$ cat src/rtl/qmac_vec.sv
// qmac_vec: multi-lane quantized MAC engine.
// Accumulates the sum of LANES signed products over a programmed number of beats into a
// saturating accumulator, then requantizes with round-half-up arithmetic shift and clamp.
module qmac_vec #(
  parameter int unsigned IN_W  = 8,
  parameter int unsigned LANES = 4,
  parameter int unsigned ACC_W = 32,
  parameter int unsigned OUT_W = 8,
  parameter int unsigned LEN_W = 10
) (
  input  logic                    clk_i,
  input  logic                    rstn_i,
  input  logic                    start_i,
  input  logic [LEN_W-1:0]        len_i,
  input  logic [4:0]              shift_i,
  input  logic                    in_valid_i,
  output logic                    in_ready_o,
  input  logic [LANES*IN_W-1:0]   act_i,
  input  logic [LANES*IN_W-1:0]   wgt_i,
  output logic                    out_valid_o,
  input  logic                    out_ready_i,
  output logic [ACC_W-1:0]        acc_o,
  output logic [OUT_W-1:0]        q_o,
  output logic                    sat_o,
  output logic                    busy_o
);

  localparam int unsigned PRODW = 2 * IN_W;
  localparam int unsigned PW    = 2 * IN_W + $clog2(LANES);

  // Requant clamp bounds, sign-extended to the ACC_W+1 working width.
  localparam logic signed [ACC_W:0] QMAX = {{(ACC_W-OUT_W+2){1'b0}}, {(OUT_W-1){1'b1}}};
  localparam logic signed [ACC_W:0] QMIN = {{(ACC_W-OUT_W+2){1'b1}}, {(OUT_W-1){1'b0}}};

  typedef enum logic [2:0] {StIdle, StAcc, StDrain, StReq, StOut} state_e;

  state_e                   r_state, w_state_d;
  logic [LEN_W-1:0]         r_cnt;
  logic [4:0]               r_shift;
  logic                     r_drain;
  logic                     r_s1_vld;
  logic [LANES*IN_W-1:0]    r_act, r_wgt;
  logic                     r_p_vld;
  logic signed [PW-1:0]     r_p;
  logic [ACC_W-1:0]         r_acc;
  logic                     r_sat;
  logic [OUT_W-1:0]         r_q;

  logic                     w_in_ready, w_out_valid, w_busy;
  logic                     w_start, w_accept;
  logic signed [IN_W-1:0]   w_a, w_b;
  logic signed [PRODW-1:0]  w_prod;
  logic signed [PW-1:0]     w_psum;
  logic signed [ACC_W:0]    w_acc_sum;
  logic                     w_acc_ovf;
  logic [ACC_W-1:0]         w_acc_nxt;
  logic [ACC_W:0]           w_half;
  logic signed [ACC_W:0]    w_rnd, w_r;
  logic [OUT_W-1:0]         w_q;

  // Next-state and handshake decode.
  always_comb begin
    w_state_d   = r_state;
    w_in_ready  = 1'b0;
    w_out_valid = 1'b0;
    w_busy      = 1'b1;
    unique case (r_state)
      StIdle: begin
        w_busy = 1'b0;
        if (start_i) w_state_d = (len_i == '0) ? StDrain : StAcc;
      end
      StAcc: begin
        w_in_ready = 1'b1;
        if (in_valid_i && (r_cnt == LEN_W'(1))) w_state_d = StDrain;
      end
      // Product and accumulate stages take a fixed two cycles to empty.
      StDrain: if (r_drain) w_state_d = StReq;
      StReq:   w_state_d = StOut;
      StOut: begin
        w_out_valid = 1'b1;
        if (out_ready_i) w_state_d = StIdle;
      end
      default: w_state_d = StIdle;
    endcase
  end

  assign w_start  = (r_state == StIdle) && start_i;
  assign w_accept = w_in_ready && in_valid_i;

  // Sum of lane products at full precision; cannot overflow PW bits.
  always_comb begin
    w_psum = '0;
    w_a    = '0;
    w_b    = '0;
    w_prod = '0;
    for (int unsigned k = 0; k < LANES; k++) begin
      w_a    = r_act[k*IN_W +: IN_W];
      w_b    = r_wgt[k*IN_W +: IN_W];
      w_prod = PRODW'(w_a) * PRODW'(w_b);
      w_psum = w_psum + PW'(w_prod);
    end
  end

  // Saturating accumulate: overflow shows as disagreement of the top two bits.
  always_comb begin
    w_acc_sum = $signed({r_acc[ACC_W-1], r_acc}) + $signed({{(ACC_W+1-PW){r_p[PW-1]}}, r_p});
    w_acc_ovf = w_acc_sum[ACC_W] ^ w_acc_sum[ACC_W-1];
    w_acc_nxt = w_acc_sum[ACC_W-1:0];
    if (w_acc_ovf) begin
      w_acc_nxt = w_acc_sum[ACC_W] ? {1'b1, {(ACC_W-1){1'b0}}} : {1'b0, {(ACC_W-1){1'b1}}};
    end
  end

  // Requantize: round-half-up arithmetic shift, then clamp to OUT_W.
  always_comb begin
    w_half = '0;
    if ((r_shift != 5'd0) && (32'(r_shift) < ACC_W)) begin
      w_half = (ACC_W+1)'(1) << (r_shift - 5'd1);
    end
    w_rnd = $signed({r_acc[ACC_W-1], r_acc}) + $signed(w_half);
    if (32'(r_shift) >= ACC_W) w_r = {(ACC_W+1){r_acc[ACC_W-1]}};
    else                       w_r = w_rnd >>> r_shift;
    if (w_r > QMAX)      w_q = QMAX[OUT_W-1:0];
    else if (w_r < QMIN) w_q = QMIN[OUT_W-1:0];
    else                 w_q = w_r[OUT_W-1:0];
  end

  // Control state: FSM, beat counter, captured shift, drain timer.
  always_ff @(posedge clk_i or negedge rstn_i) begin
    if (!rstn_i) begin
      r_state <= StIdle;
      r_cnt   <= '0;
      r_shift <= '0;
      r_drain <= 1'b0;
    end else begin
      r_state <= w_state_d;
      if (w_start) begin
        r_cnt   <= len_i;
        r_shift <= shift_i;
      end else if (w_accept) begin
        r_cnt <= r_cnt - LEN_W'(1);
      end
      r_drain <= (r_state == StDrain) ? ~r_drain : 1'b0;
    end
  end

  // Operand capture and product stage.
  always_ff @(posedge clk_i or negedge rstn_i) begin
    if (!rstn_i) begin
      r_s1_vld <= 1'b0;
      r_act    <= '0;
      r_wgt    <= '0;
      r_p_vld  <= 1'b0;
      r_p      <= '0;
    end else begin
      r_s1_vld <= w_accept;
      if (w_accept) begin
        r_act <= act_i;
        r_wgt <= wgt_i;
      end
      r_p_vld <= r_s1_vld;
      if (r_s1_vld) r_p <= w_psum;
    end
  end

  // Accumulator, sticky saturation flag and requantized result.
  always_ff @(posedge clk_i or negedge rstn_i) begin
    if (!rstn_i) begin
      r_acc <= '0;
      r_sat <= 1'b0;
      r_q   <= '0;
    end else begin
      if (w_start) begin
        r_acc <= '0;
        r_sat <= 1'b0;
      end else if (r_p_vld) begin
        r_acc <= w_acc_nxt;
        if (w_acc_ovf) r_sat <= 1'b1;
      end
      if (r_state == StReq) r_q <= w_q;
    end
  end

  assign in_ready_o  = w_in_ready;
  assign out_valid_o = w_out_valid;
  assign busy_o      = w_busy;
  assign acc_o       = r_acc;
  assign q_o         = r_q;
  assign sat_o       = r_sat;

endmodule
$ cat config.mk
export PLATFORM = sky130hd
export DESIGN_NAME = qmac_vec
export DESIGN_NICKNAME = d
export VERILOG_FILES = /design/src/rtl/qmac_vec.sv
export SDC_FILE = /design/constraint.sdc
export NUM_CORES = 1
export LEC_CHECK = 0
export CAP_MARGIN = 20
export CORE_MARGIN = 2
export CORE_UTILIZATION = 65
export DETAILED_ROUTE_END_ITERATION = 7
export PLACE_DENSITY = 0.86
export RECOVER_POWER = 25
export SYNTH_ARGS = -nofsm -noshare
export SYNTH_HDL_FRONTEND = slang
export SYNTH_SLANG_ARGS = --single-unit
$ cat constraint.sdc
create_clock -name clk_i -period 13 [get_ports clk_i]
set_input_delay 1.3 -clock clk_i [delete_from_list [all_inputs] [get_ports clk_i]]
set_output_delay 1.3 -clock clk_i [all_outputs]
set_load 0.02 [all_outputs]
---- After elaboration in Yosys (flattened, before gate mapping) ----
Index checks and enable logic that the tools add are counted.
Widths: inputs -> output; s select.
storage, ports and cells
  register bits ........................... 144
  output and inout port bits .............. 44
  logic and storage cells ................. 71
operators by class
  shift-type cells ........................ 2
  add/sub/neg operators ................... 7
  mux-type cells .......................... 22
  eq/ne operators ......................... 9
  multipliers ............................. 4
  bitwise gates (word level) .............. 2
  $lt $le $gt $ge ......................... 2
  reduce and logical (&&, ||, !) cells .... 11
operators by type and width
  kind                   count
  $mux 32                4
  $mul 8x8->16           4
  $add 32x18->33         1
  $add 32x33->33         1
  $gt 33x8->1 const B    1
  $lt 33x8->1 const B    1
  $mux 33                1
  $shl 1x5->33 const A   1
  $sshr 33x5->33         1
  $mux 10                2
  $add 17x16->18         1
  $add 18x16->18         1
  $add 16x16->17         1
  $mux 8                 2
  $pmux 3 s5             1
  $mux 3                 4
  $eq 10x1->1 const B    1
  $logic_not 10->1       1
  $sub 10x1->10 const B  1
  $ne 2x2->1 const B     4
  $mux 1                 7
  $eq 3x2->1 const B     2
  $reduce_bool 2->1      3
  $reduce_bool 5->1      1
  10 further kinds       12

---- Depth between registers and ports, before layout ----
Gate-level depths: netlist of the first run.
  depth in word-level cells ............... 8
  depth in mapped cells ................... 31
  depth with buffers taken out ............ 30

---- Least setup slack after synthesis of the first run ----
Ideal clock, no wire load.
  path kind ............................... reg2reg
  start point ............................. reg r_wgt[2]
  end point ............................... reg r_p[17]
  setup slack ............................. 5879 ps
  data arrival time ....................... 6997 ps
  path buffers ............................ 1
  stages on the path, launching flop included .. 30
  period minus slack after synthesis ...... 7121 ps
  cells stage by stage .................... dfrtp_1 > clkbuf_1 > nand2_1 > fa_1 > inv_1 > fa_1 > inv_1 > fa_1 > fa_1 > inv_1 > fa_1 > inv_1 > fa_1 > fa_1 > inv_1 > fa_1 > ha_1 > a21o_1 > a21oi_1 > o21bai_1 > a21oi_1 > o21bai_1 > a21oi_1 > o21bai_1 > a21oi_1 > o21bai_1 > a21oi_1 > o21ai_0 > xnor2_1 > mux2_2
between the ends
  cells in the longest elaborated chain, start to end .. 4
ends and longest elaborated chain
  what                    RTL line  source
  start, declared         42        logic [LANES*IN_W-1:0] r_act, r_wgt;
  start signal, assigned  159       r_wgt <= wgt_i;
  $mul 8x8->16            99        w_prod = PRODW'(w_a) * PRODW'(w_b);
  $add 16x16->17          100       w_psum = w_psum + PW'(w_prod);
  $add 17x16->18          100
  $add 18x16->18          100
  end signal, assigned    162       if (r_s1_vld) r_p <= w_psum;
  end, declared           44        logic signed [PW-1:0] r_p;
Every way passes these cells.
A chain may end at the register's enable or synchronous reset.

---- Final worst setup path of the first run ----
  start point ............................. reg r_act[29]
  end point ............................... reg r_p[17]
between the ends
  cells in the longest elaborated chain, start to end .. 2
ends and longest elaborated chain
  what                    RTL line  source
  start, declared         42
  start signal, assigned  158       r_act <= act_i;
  $mul 8x8->16            99
  $add 18x16->18          100
Every way passes these cells.

==> Flow_metrics.wiki, run 1 <==
{| class="wikitable"
! Metric !! Value
|-
| Max stage delay cell, worst path || sky130_fd_sc_hd__fa_1
|-
| Synth-to-layout area growth || 8.90%
|-
| Pin count of the biggest net entering global routing || 85
|-
| Final cycle utilization of the critical path || 0.583
|-
| Die footprint || 0.0372 sq mm
|-
| Netlist area before placement || roughly 0.023 sq mm
|-
| Setup repair after global routing missed its margin || no
|-
| Initial antenna violation count || 0
|-
| WS Path Type || flop to flop
|-
| X dimension of the die || 193 microns
|-
| Fraction of final layout cells sized beyond drive strength 1 || 0.0499
|-
| Average wire length per cell after detail routing || 20.9 microns
|-
| Fraction of synthesized cell area taken by the top area cell type || 0.276
|-
| Routability Congestion || 0.974
|-
| Max-slew headroom at the worst pin || -2.26
|-
| Total congestion overflow || 0
|-
| Gate count of the mapped netlist || ~2700
|-
| CP required || 13.35 ns
|-
| Number of synthesized register bits || 144
|-
| Max capacitance violation total || 1
|-
| Clock tree from TritonCTS || yes
|-
| Cells taking the most area after synthesis || sky130_fd_sc_hd__fa_1 28%, sky130_fd_sc_hd__dfrtp_1 16%, sky130_fd_sc_hd__ha_1 8.8%
|-
| Clock network latency to the later pin of the worst-skew pair || 0.47 ns
|-
| Vias/cell || 6.18
|-
| Run status || finished, violations left
|-
| Sort of element at the end of the critical path || flop
|-
| Number of global-route vias before repair || 20200
|-
| Worst-case setup margin in the final layout || roughly 5.4 ns
|-
| Number of levels the H-tree was split into || 4
|-
| Clock tree buffer depth || 2
|-
| Detailed Place HPWL || ~53000 microns
|-
| Number of diodes added for antenna fixing || 0
|-
| Synthesized net count || between 3000 and 4000
|-
| DRC violations left || 0
|-
| Register clock-pin slew on the reported worst setup and hold paths || 0.07 ns
|-
| Signal arrival time at the worst endpoint || 7.94 ns
|-
| Number of distinct standard cells referenced by the synthesized netlist || 105
|-
| Post-CTS Setup Bufs || 0
|-
| Category of the worst setup path launch point || flop
|-
| Average footprint of a synthesized cell || 8.67 sq um
|-
| Area leader, netlist || sky130_fd_sc_hd__fa_1
|-
| Warnings from Yosys || 0
|-
| Number of flops mapped to enable cells by yosys || 0
|-
| Hold Fails Final Rpt || 0
|-
| Min-Delay Path Class || flop to flop
|-
| Post-synth top cells || 415 x sky130_fd_sc_hd__nand2_1, 387 x sky130_fd_sc_hd__inv_1, 320 x sky130_fd_sc_hd__fa_1
|-
| GRT Util Overall || 0.373
|-
| Number of vias after detailed routing || just under 20000
|-
| Cell with the most instances after synthesis || sky130_fd_sc_hd__nand2_1
|-
| Wire length of the first global-routing pass || 106000 microns
|-
| Fin. max-slew vios || 85
|-
| Post-placement setup slack || 5.40 ns
|-
| Post_cts resized || 0
|-
| Inserted Clock Buffers || 17
|-
| Sink count of the clock tree || approximately 140
|-
| Routed wire length || 66700 microns
|-
| Std-Cell Rows || a little under 70
|-
| Drt initial violations || around 1600
|-
| Final clock skew || between 0.01 and 0.015 ns
|-
| Fraction of registers with async set or reset after synthesis || 1.00
|-
| Minimum clock period || about 7.6 ns
|-
| Final layout net count || 3278
|-
| Cell type with the highest occurrence count on the critical path || sky130_fd_sc_hd__fa_1
|-
| Number of search-and-repair iterations in the first detailed-routing pass || 6
|-
| Least-Margin Pin Slew || 4.89 ns
|-
| Setup_tns || 0 ns
|-
| Vertical extent of the die || 193 microns
|-
| Seq/Total Area, Yosys || 0.155
|-
| Violated checks || max-capacitance violations, max-slew violations
|-
| Post-CTS Hold Buffers || 0
|-
| Core box area || roughly 0.035 sq mm
|-
| CTS root buffer || sky130_fd_sc_hd__clkbuf_16
|-
| Primary flip-flop cell chosen by synthesis mapping || sky130_fd_sc_hd__dfrtp_1
|-
| Number of nets with antenna violations after detailed routing || 0
|-
| Starting density of the core || 0.656
|-
| Worst path max stage delay || 0.56 ns
|-
| Total of buffers placed on input and output ports || between 100 and 150
|-
| Number of top-level pins || 128
|-
| Max Clock Freq || 0.132 GHz
|-
| Setup-violating endpoint count in the final report || 0
|-
| CP Max Fanout || 9
|}
through the flow:
step           area (sq um)   util  std cells  hold WS (ns)
3_3_place_gp          24700  0.697       3152         0.430
5_1_grt               25300  0.714       3185         0.474
4_1_cts               25300  0.714       3184         0.460
3_5_place_dp          24700  0.697       3152         0.451
2_1_floorplan         23200      -       2676         0.414
6_report              25300  0.714       3185         0.452
cell usage in the layout (no fill, tap or decap), types with 8 or more instances in the layout:
cell type / netlist / final
sky130_fd_sc_hd__a2111oi_0: 8 / 8
sky130_fd_sc_hd__a211o_1: 9 / 9
sky130_fd_sc_hd__a211oi_1: 22 / 22
sky130_fd_sc_hd__a21o_1: 31 / 31
sky130_fd_sc_hd__a21oi_1: 90 / 90
sky130_fd_sc_hd__a221o_1: 39 / 39
sky130_fd_sc_hd__a31oi_1: 16 / 16
sky130_fd_sc_hd__and2_1: 127 / 127
sky130_fd_sc_hd__and3_1: 8 / 8
sky130_fd_sc_hd__buf_4: 1 / 16
sky130_fd_sc_hd__clkbuf_16: 0 / 17
sky130_fd_sc_hd__clkdlybuf4s50_1: 0 / 125
sky130_fd_sc_hd__dfrtp_1: 144 / 144
sky130_fd_sc_hd__fa_1: 320 / 320
sky130_fd_sc_hd__ha_1: 163 / 163
sky130_fd_sc_hd__inv_1: 387 / 387
sky130_fd_sc_hd__mux2_2: 27 / 27
sky130_fd_sc_hd__mux2i_1: 18 / 18
sky130_fd_sc_hd__nand2_1: 415 / 414
sky130_fd_sc_hd__nand2b_1: 26 / 26
sky130_fd_sc_hd__nand3_1: 40 / 40
sky130_fd_sc_hd__nand4_1: 22 / 22
sky130_fd_sc_hd__nor2_1: 137 / 136
sky130_fd_sc_hd__nor2b_1: 21 / 20
sky130_fd_sc_hd__nor3_1: 35 / 35
sky130_fd_sc_hd__nor4_1: 12 / 12
sky130_fd_sc_hd__o211ai_1: 23 / 23
sky130_fd_sc_hd__o21a_1: 24 / 24
sky130_fd_sc_hd__o21ai_0: 90 / 90
sky130_fd_sc_hd__o21bai_1: 15 / 15
sky130_fd_sc_hd__o31ai_1: 9 / 9
sky130_fd_sc_hd__or2_2: 8 / 8
sky130_fd_sc_hd__or3_1: 16 / 16
sky130_fd_sc_hd__xnor2_1: 54 / 54
sky130_fd_sc_hd__xor2_1: 18 / 18
flip-flops by register name, indices dropped and copies added, names as in the netlist:
register	flops
r_s1_vld	1
r_p	18
r_wgt	32
q_o	8
r_state	3
r_p_vld	1
r_shift	5
sat_o	1
r_cnt	10
r_act	32
r_drain	1
acc_o	32
worst max-delay path, delay by kind of cell (launching register included):
family	cells	cell delay, ns
buf+inv	3	0.17
compound gates	11	1.86
simple gates	1	0.14
xor+xnor	1	0.16
flops	1	0.53
mux	1	0.28
fa+ha+maj	9	4.34
logic make-up after synthesis:
kind of cell    after synthesis  synth area share
flops                       144             0.155
compound gates              502             0.158
other cells                   1          0.000162
fa+ha+maj                   483             0.364
simple gates                908             0.185
mux                          49            0.0244
xor+xnor                     72            0.0272
buf+inv                     517            0.0855
metal layers:
metal  part of all wire  vias up  global-route usage
met5                  0        -                   0
li1                   -     8964                   -
met2               0.49      814               0.624
met4              0.062        0               0.221
met3              0.063      198              0.0592
met1               0.38     9695               0.460
cell type report:
type,instances,area [sq um]
clock buffers,19,443
clock inverters,13,151
fillers,2709,10100
inverters,389,1460
multi-input cells,2015,17600
flip-flops and latches,144,3600
well taps,461,577
repair buffers,144,1410
worst paths after layout:
path | slack (ns) | from | to | cells past startpoint
worst max-delay path | 5.41 | r_act[29] | r_p[17] | 26
worst min-delay path | 0.45 | r_drain | r_drain | 1
worst max register to register | 5.41 | r_act[29] | r_p[17] | 26
worst min register to register | 0.45 | r_drain | r_drain | 1
max in group asynchronous | 7.65 | rstn_i | q_o[4] | 2
min in group asynchronous | 2.59 | rstn_i | acc_o[16] | 1
Power of run 1 is not shown: default switching activity piles up to over one toggle a cycle in this logic, so the estimate is an artifact.
==> inputs of run 2 (changes only) <==
--- a/config.mk
+++ b/config.mk
@@ -7,9 +7,9 @@
 export LEC_CHECK = 0
 export CAP_MARGIN = 20
 export CORE_MARGIN = 2
-export CORE_UTILIZATION = 65
+export CORE_UTILIZATION = 57
 export DETAILED_ROUTE_END_ITERATION = 7
-export PLACE_DENSITY = 0.86
+export PLACE_DENSITY = 0.8
 export RECOVER_POWER = 25
 export SYNTH_ARGS = -nofsm -noshare
 export SYNTH_HDL_FRONTEND = slang
==> constraint.sdc (replaced) <==
create_clock -name clk_i -period 6.7 [get_ports clk_i]
set_input_delay 0.67 -clock clk_i [delete_from_list [all_inputs] [get_ports clk_i]]
set_output_delay 0.67 -clock clk_i [all_outputs]
set_load 0.02 [all_outputs]
==> run 2 against run 1 <==
Effect of this change: the flow finishes with violations (max-capacitance violations, max-slew violations, negative setup slack); routed wire length rose by 4.5%; via count rose by 2.7%; critical path depth fell by 1; critical path type unchanged; highest routed layer unchanged.
==> Flow_metrics.wiki, run 2 (same netlist as run 1, synthesis figures left out) <==
{| class="wikitable"
! Metric !! Value
|-
| Sink count of the clock tree || 144 (unchanged)
|-
| Register clock-pin slew on the reported worst setup and hold paths || 0.06 ns (about the same)
|-
| CP required || 7.08 ns (-6.27 ns)
|-
| Worst-case setup margin in the final layout || -0.221 ns (-5.64 ns)
|-
| Signal arrival time at the worst endpoint || 7.30 ns (-0.64 ns)
|-
| Die footprint || 0.0424 sq mm (+14%)
|-
| Wire length of the first global-routing pass || 112000 microns (+4.9%)
|-
| FILL cells || 3193 (+18%)
|-
| Most frequent cells in the layout || 410 x sky130_fd_sc_hd__nand2_1, 383 x sky130_fd_sc_hd__inv_1, 317 x sky130_fd_sc_hd__fa_1
|-
| Sort of element at the end of the critical path || flop
|-
| Run status || finished, violations left
|-
| Area taken by flip-flops and latches || 0.00361 sq mm (+0.31%)
|-
| Minimum clock period || 6.92 ns (-0.664 ns)
|-
| Hold Fails Final Rpt || 0 (unchanged)
|-
| Number of search-and-repair iterations in the first detailed-routing pass || 6 (unchanged)
|-
| Average wire length per cell after detail routing || 20.5 microns (-1.8%)
|-
| Max-slew headroom at the worst pin || -2.04 (+0.224)
|-
| Setup repair after global routing missed its margin || yes
|-
| Number of vias after detailed routing || 20200 (+2.7%)
|-
| Synth-to-layout area growth || 14.5%
|-
| Worst path max stage delay || 0.62 ns (+0.06 ns)
|-
| Total of buffers placed on input and output ports || 127 (unchanged)
|-
| Violated checks || max-capacitance violations, max-slew violations, negative setup slack
|-
| Cell type with the highest occurrence count on the critical path || sky130_fd_sc_hd__fa_1
|-
| GRT Util Overall || 0.344 (-0.0290)
|-
| Inserted Clock Buffers || 17 (unchanged)
|-
| Initial antenna violation count || 0 (unchanged)
|-
| Number of global-route vias before repair || 21000 (+3.9%)
|-
| CP Max Fanout || 5 (-4)
|-
| Post-placement setup slack || -0.338 ns (-5.74 ns)
|-
| Final core area utilization || 0.664 (-0.0499)
|-
| Vertical extent of the die || 206 microns (+6.6%)
|-
| Max stage delay cell, worst path || sky130_fd_sc_hd__fa_1
|-
| Core box area || 0.0400 sq mm (+13%)
|-
| Min Hold Slack || 0.441 ns (-0.0105 ns)
|-
| Std-Cell Rows || 73 (+5.8%)
|-
| Final cycle utilization of the critical path || 1.03 (+0.450)
|-
| Multi-input gate area in the final layout || 0.0177 sq mm (+0.53%)
|-
| Final clock skew || 0.0149 ns (+0.00221 ns)
|-
| Least-Margin Pin Slew || 4.56 ns (-0.336 ns)
|-
| Max Clock Freq || 0.144 GHz (+9.6%)
|-
| Post-CTS Hold Buffers || 0 (unchanged)
|-
| CTS root buffer || sky130_fd_sc_hd__clkbuf_16
|-
| Most common library cell in the layout ignoring fill and taps || sky130_fd_sc_hd__nand2_1
|-
| Starting density of the core || 0.580 (-0.0756)
|-
| Top delay family on crit path || adder cells
|-
| WS Path Type || flop to flop
|-
| Vias/cell || 5.96 (-3.5%)
|-
| Drt initial violations || 1573 (-1.9%)
|-
| Worst path buffer plus inverter count || 5 (+2)
|-
| Final layout net count || 3420 (+4.3%)
|-
| Max capacitance violation total || 2 (+1)
|-
| Number of top-level pins || 128 (unchanged)
|-
| Setup-violating endpoint count in the final report || 5 (+5)
|-
| X dimension of the die || 206 microns (+6.6%)
|-
| Total congestion overflow || 0 (unchanged)
|-
| Number of levels the H-tree was split into || 4 (unchanged)
|-
| Clock tree from TritonCTS || yes
|-
| Detailed Place HPWL || 57600 microns (+7.7%)
|-
| DRC violations left || 0 (unchanged)
|-
| Clock tree buffer depth || 2 (unchanged)
|-
| Routability Congestion || 0.986 (+1.2%)
|-
| Routed wire length || 69700 microns (+4.5%)
|-
| Fraction of final layout cells sized beyond drive strength 1 || 0.108 (+0.0576)
|-
| Pin count of the biggest net entering global routing || 78 (-8.2%)
|-
| Number of nets with antenna violations after detailed routing || 0 (unchanged)
|-
| Category of the worst setup path launch point || flop
|-
| Fin. max-slew vios || 147 (+73%)
|-
| Clock network latency to the later pin of the worst-skew pair || 0.50 ns (+0.03 ns)
|-
| Min-Delay Path Class || flop to flop
|}
-- run 2: timing repair --
action                                 4_1_cts  5_1_grt
setup endpoints to repair                    4        6
endpoints found under the hold margin        0        0
gates resized for setup                     13       14
setup buffers                                7        3
pin swaps                                   16       27
-- run 2: path summary, 6_finish.rpt --
check / depth (start not counted) / endpoint / start / slack, ns
min in group asynchronous: 1 / acc_o[19] / rstn_i / 1.78
hold reg to reg: 1 / r_drain / r_drain / 0.44
max in group asynchronous: 2 / r_act[28] / rstn_i / 1.14
setup / recovery: 25 / r_p[15] / r_act[22] / -0.22
hold / removal: 1 / r_drain / r_drain / 0.44
setup reg to reg: 25 / r_p[15] / r_act[22] / -0.22
-- run 2: per-layer routing --
| metal | wire length [microns] | global-route usage | up-vias |
|---|---|---|---|
| met4 | 3330 | 0.166 | 0 |
| met5 | 0 | 0 | - |
| li1 | - | - | 9260 |
| met1 | 28100 | 0.441 | 9985 |
| met2 | 33700 | 0.570 | 770 |
| met3 | 4510 | 0.0551 | 192 |
-- run 2: worst register-to-register path: stages, from the launching register on --
cell	delay [ns]
sky130_fd_sc_hd__dfrtp_1	0.46
sky130_fd_sc_hd__nand2_1	0.12
sky130_fd_sc_hd__fa_1	0.56
sky130_fd_sc_hd__inv_1	0.06
sky130_fd_sc_hd__fa_1	0.53
sky130_fd_sc_hd__inv_1	0.05
sky130_fd_sc_hd__fa_1	0.48
sky130_fd_sc_hd__fa_1	0.62
sky130_fd_sc_hd__fa_1	0.49
sky130_fd_sc_hd__fa_1	0.51
sky130_fd_sc_hd__fa_1	0.50
sky130_fd_sc_hd__inv_1	0.05
sky130_fd_sc_hd__fa_1	0.47
sky130_fd_sc_hd__ha_4	0.30
sky130_fd_sc_hd__inv_1	0.04
sky130_fd_sc_hd__o21bai_1	0.17
sky130_fd_sc_hd__a21oi_2	0.08
sky130_fd_sc_hd__o21bai_1	0.18
sky130_fd_sc_hd__a21oi_2	0.09
sky130_fd_sc_hd__o21bai_1	0.17
sky130_fd_sc_hd__a21oi_2	0.08
sky130_fd_sc_hd__o21bai_1	0.19
sky130_fd_sc_hd__a21oi_2	0.10
sky130_fd_sc_hd__buf_4	0.14
sky130_fd_sc_hd__xnor2_1	0.11
sky130_fd_sc_hd__mux2_2	0.26
-- run 2: cell type report --
| class | instances | area share |
|---|---|---|
| clock buffer | 19 | 0.0163 |
| antenna | 1 | 0.0000942 |
| sequential | 144 | 0.136 |
| tap | 525 | 0.0247 |
| clock inverter | 12 | 0.00777 |
| multi-input combinational | 2015 | 0.667 |
| inverter | 389 | 0.0550 |
| timing repair buffer | 286 | 0.0932 |
-- run 2: metrics by stage --
step | instances | cell area (sq um) | setup TNS (ns)
3_3_place_gp | 3348 | 25800 | -0.516
4_1_cts | 3386 | 26500 | -0.852
6_report | 3391 | 26600 | -0.761
3_5_place_dp | 3348 | 25800 | -1.13
2_1_floorplan | 2676 | 23300 | 0
5_1_grt | 3390 | 26600 | -2.43
Power of run 2 is left out for the same reason.
==> inputs of run 3 (changes only) <==
--- a/config.mk
+++ b/config.mk
@@ -9,6 +9,7 @@
 export CORE_MARGIN = 2
 export CORE_UTILIZATION = 57
 export DETAILED_ROUTE_END_ITERATION = 7
+export GPL_TIMING_DRIVEN = 0
 export PLACE_DENSITY = 0.8
 export RECOVER_POWER = 25
 export SYNTH_ARGS = -nofsm -noshare
==> run 3 against run 2 <==
Effect of this change: the flow still finishes with violations (max-capacitance violations, max-slew violations, negative setup slack); sequential cell count stayed put; critical endpoint is now r_p[17]; clock skew increased by 0.0053 ns; design area about the same.
==> Flow_metrics.wiki, run 3 (same netlist as run 1, synthesis figures left out) <==
{| class="wikitable"
! Metric !! Value
|-
| Std-Cell Rows || 73 (unchanged)
|-
| Vertical extent of the die || 206 microns (unchanged)
|-
| Register clock-pin slew on the reported worst setup and hold paths || 0.07 ns (about the same)
|-
| Drt initial violations || 1623 (+3.2%)
|-
| WS Path Type || flop to flop
|-
| Final cycle utilization of the critical path || 1.08 (+0.0421)
|-
| Final layout net count || 3422 (+0.058%)
|-
| Setup repair after global routing missed its margin || yes
|-
| Number of levels the H-tree was split into || 4 (unchanged)
|-
| Detailed Place HPWL || 60300 microns (+4.8%)
|-
| Signal arrival time at the worst endpoint || 7.60 ns (+0.30 ns)
|-
| Most common library cell in the layout ignoring fill and taps || sky130_fd_sc_hd__nand2_1
|-
| Sink count of the clock tree || 144 (unchanged)
|-
| Max stage delay cell, worst path || sky130_fd_sc_hd__fa_1
|-
| Core box area || 0.0400 sq mm (unchanged)
|-
| Starting density of the core || 0.580 (unchanged)
|-
| Setup-violating endpoint count in the final report || 7 (+2)
|-
| Area taken by flip-flops and latches || 0.00366 sq mm (+1.2%)
|-
| Min-Delay Path Class || flop to flop
|-
| GRT Util Overall || 0.369 (+0.0249)
|-
| Vias/cell || 6.14 (+3.0%)
|-
| Inserted Clock Buffers || 17 (unchanged)
|-
| Worst path max stage delay || 0.56 ns (-0.06 ns)
|-
| Post-CTS Hold Buffers || 0 (unchanged)
|-
| Fraction of final layout cells sized beyond drive strength 1 || 0.116 (+0.00826)
|-
| Number of nets with antenna violations after detailed routing || 0 (unchanged)
|-
| Synth-to-layout area growth || 14.6% (about the same)
|-
| Pin count of the biggest net entering global routing || 88 (+13%)
|-
| Number of top-level pins || 128 (unchanged)
|-
| Die footprint || 0.0424 sq mm (unchanged)
|-
| Total congestion overflow || 0 (unchanged)
|-
| Cell type with the highest occurrence count on the critical path || sky130_fd_sc_hd__fa_1
|-
| Most frequent cells in the layout || 407 x sky130_fd_sc_hd__nand2_1, 382 x sky130_fd_sc_hd__inv_1, 318 x sky130_fd_sc_hd__fa_1
|-
| Max Clock Freq || 0.139 GHz (-3.9%)
|-
| CP required || 7.09 ns (about the same)
|-
| Number of vias after detailed routing || 20800 (+3.1%)
|-
| Hold Fails Final Rpt || 0 (unchanged)
|-
| Clock tree buffer depth || 2 (unchanged)
|-
| Clock tree from TritonCTS || yes
|-
| Fin. max-slew vios || 147 (unchanged)
|-
| DRC violations left || 0 (unchanged)
|-
| Worst path buffer plus inverter count || 6 (+1)
|-
| Violated checks || max-capacitance violations, max-slew violations, negative setup slack
|-
| Run status || finished, violations left
|-
| Final clock skew || 0.0202 ns (+0.00528 ns)
|-
| Routability Congestion || 0.956 (-3.0%)
|-
| Initial antenna violation count || 1 (+1)
|-
| Minimum clock period || 7.20 ns (+0.282 ns)
|-
| Number of search-and-repair iterations in the first detailed-routing pass || 6 (unchanged)
|-
| Average wire length per cell after detail routing || 22.1 microns (+7.6%)
|-
| Category of the worst setup path launch point || flop
|-
| CP Max Fanout || 5 (unchanged)
|-
| Max-slew headroom at the worst pin || -1.35 (+0.687)
|-
| Max capacitance violation total || 2 (unchanged)
|-
| Clock network latency to the later pin of the worst-skew pair || 0.52 ns (+0.02 ns)
|-
| FILL cells || 3154 (-1.2%)
|-
| Worst-case setup margin in the final layout || -0.503 ns (-0.282 ns)
|-
| Least-Margin Pin Slew || 3.53 ns (-1.03 ns)
|-
| Wire length of the first global-routing pass || 118000 microns (+5.9%)
|-
| CTS root buffer || sky130_fd_sc_hd__clkbuf_16
|-
| Sort of element at the end of the critical path || flop
|-
| Multi-input gate area in the final layout || 0.0180 sq mm (+1.6%)
|-
| Number of diodes added for antenna fixing || 0 (-1)
|-
| Setup_tns || -2.20 ns (-1.44 ns)
|-
| X dimension of the die || 206 microns (unchanged)
|-
| Number of global-route vias before repair || 21400 (+2.0%)
|-
| Routed wire length || 75000 microns (+7.7%)
|-
| Top delay family on crit path || adder cells
|-
| Total of buffers placed on input and output ports || 127 (unchanged)
|}
[run 3: cell count changes in the layout (fill, tap and decap cells not counted), sizes merged]
cell    change
clkbuf     +63
buf        -62
bufinv      -5
clkinv      +4
inv         +3
diode       -1
[run 3: timing repair]
action                     4_1_cts  5_1_grt
buffers inserted                45       13
resized for setup               85       85
setup endpoints to repair       15       15
pin swaps                       34       21
[run 3: path summary, 6_finish.rpt]
kind / startpoint / end / slack, ns / cells after the start
setup / recovery: r_wgt[2] / r_p[17] / -0.50 / 29
hold / removal: r_drain / r_drain / 0.46 / 1
setup reg to reg: r_wgt[2] / r_p[17] / -0.50 / 29
hold reg to reg: r_drain / r_drain / 0.46 / 1
max in group asynchronous: rstn_i / r_act[13] / 1.59 / 2
min in group asynchronous: rstn_i / acc_o[13] / 1.34 / 1
[run 3: layout make-up]
type	instances	share of cell area
flip-flops and latches	144	0.138
repair buffers	184	0.0640
plain buffers	104	0.0210
well taps	525	0.0247
multi-input cells	2015	0.677
clock inverters	14	0.00461
inverters	389	0.0549
clock buffers	18	0.0165
[run 3: layer usage]
layer / routed length [microns] / GRT usage
met1: 29100 / 0.464
met2: 36600 / 0.618
met3: 5430 / 0.0626
met4: 3920 / 0.183
met5: 15 / 0
[run 3: metrics by stage]
step | instance area, sq um | hold slack, ns | instances | util | setup WS [ns]
global placement | 25200 | 0.424 | 3328 | 0.631 | -1.21
floorplan | 23300 | 0.374 | 2676 | - | 0.0187
global route | 26600 | 0.464 | 3393 | 0.665 | -0.668
detailed placement | 25300 | 0.444 | 3329 | 0.631 | -1.17
finish | 26600 | 0.457 | 3393 | 0.665 | -0.503
CTS | 26300 | 0.142 | 3383 | 0.658 | -0.379
[run 3: worst reg2reg max path, delay by kind of cell (launching register included)]
| family | cells | cell delay, ns |
|---|---|---|
| xor gates and xnor gates | 1 | 0.14 |
| AOI/OAI and AO/OA | 11 | 1.57 |
| muxes | 1 | 0.27 |
| and+or+nand+nor | 1 | 0.05 |
| DFF | 1 | 0.37 |
| adders and majority gates | 9 | 4.33 |
| buffers and inverters | 6 | 0.35 |
Power of run 3 is left out for the same reason.
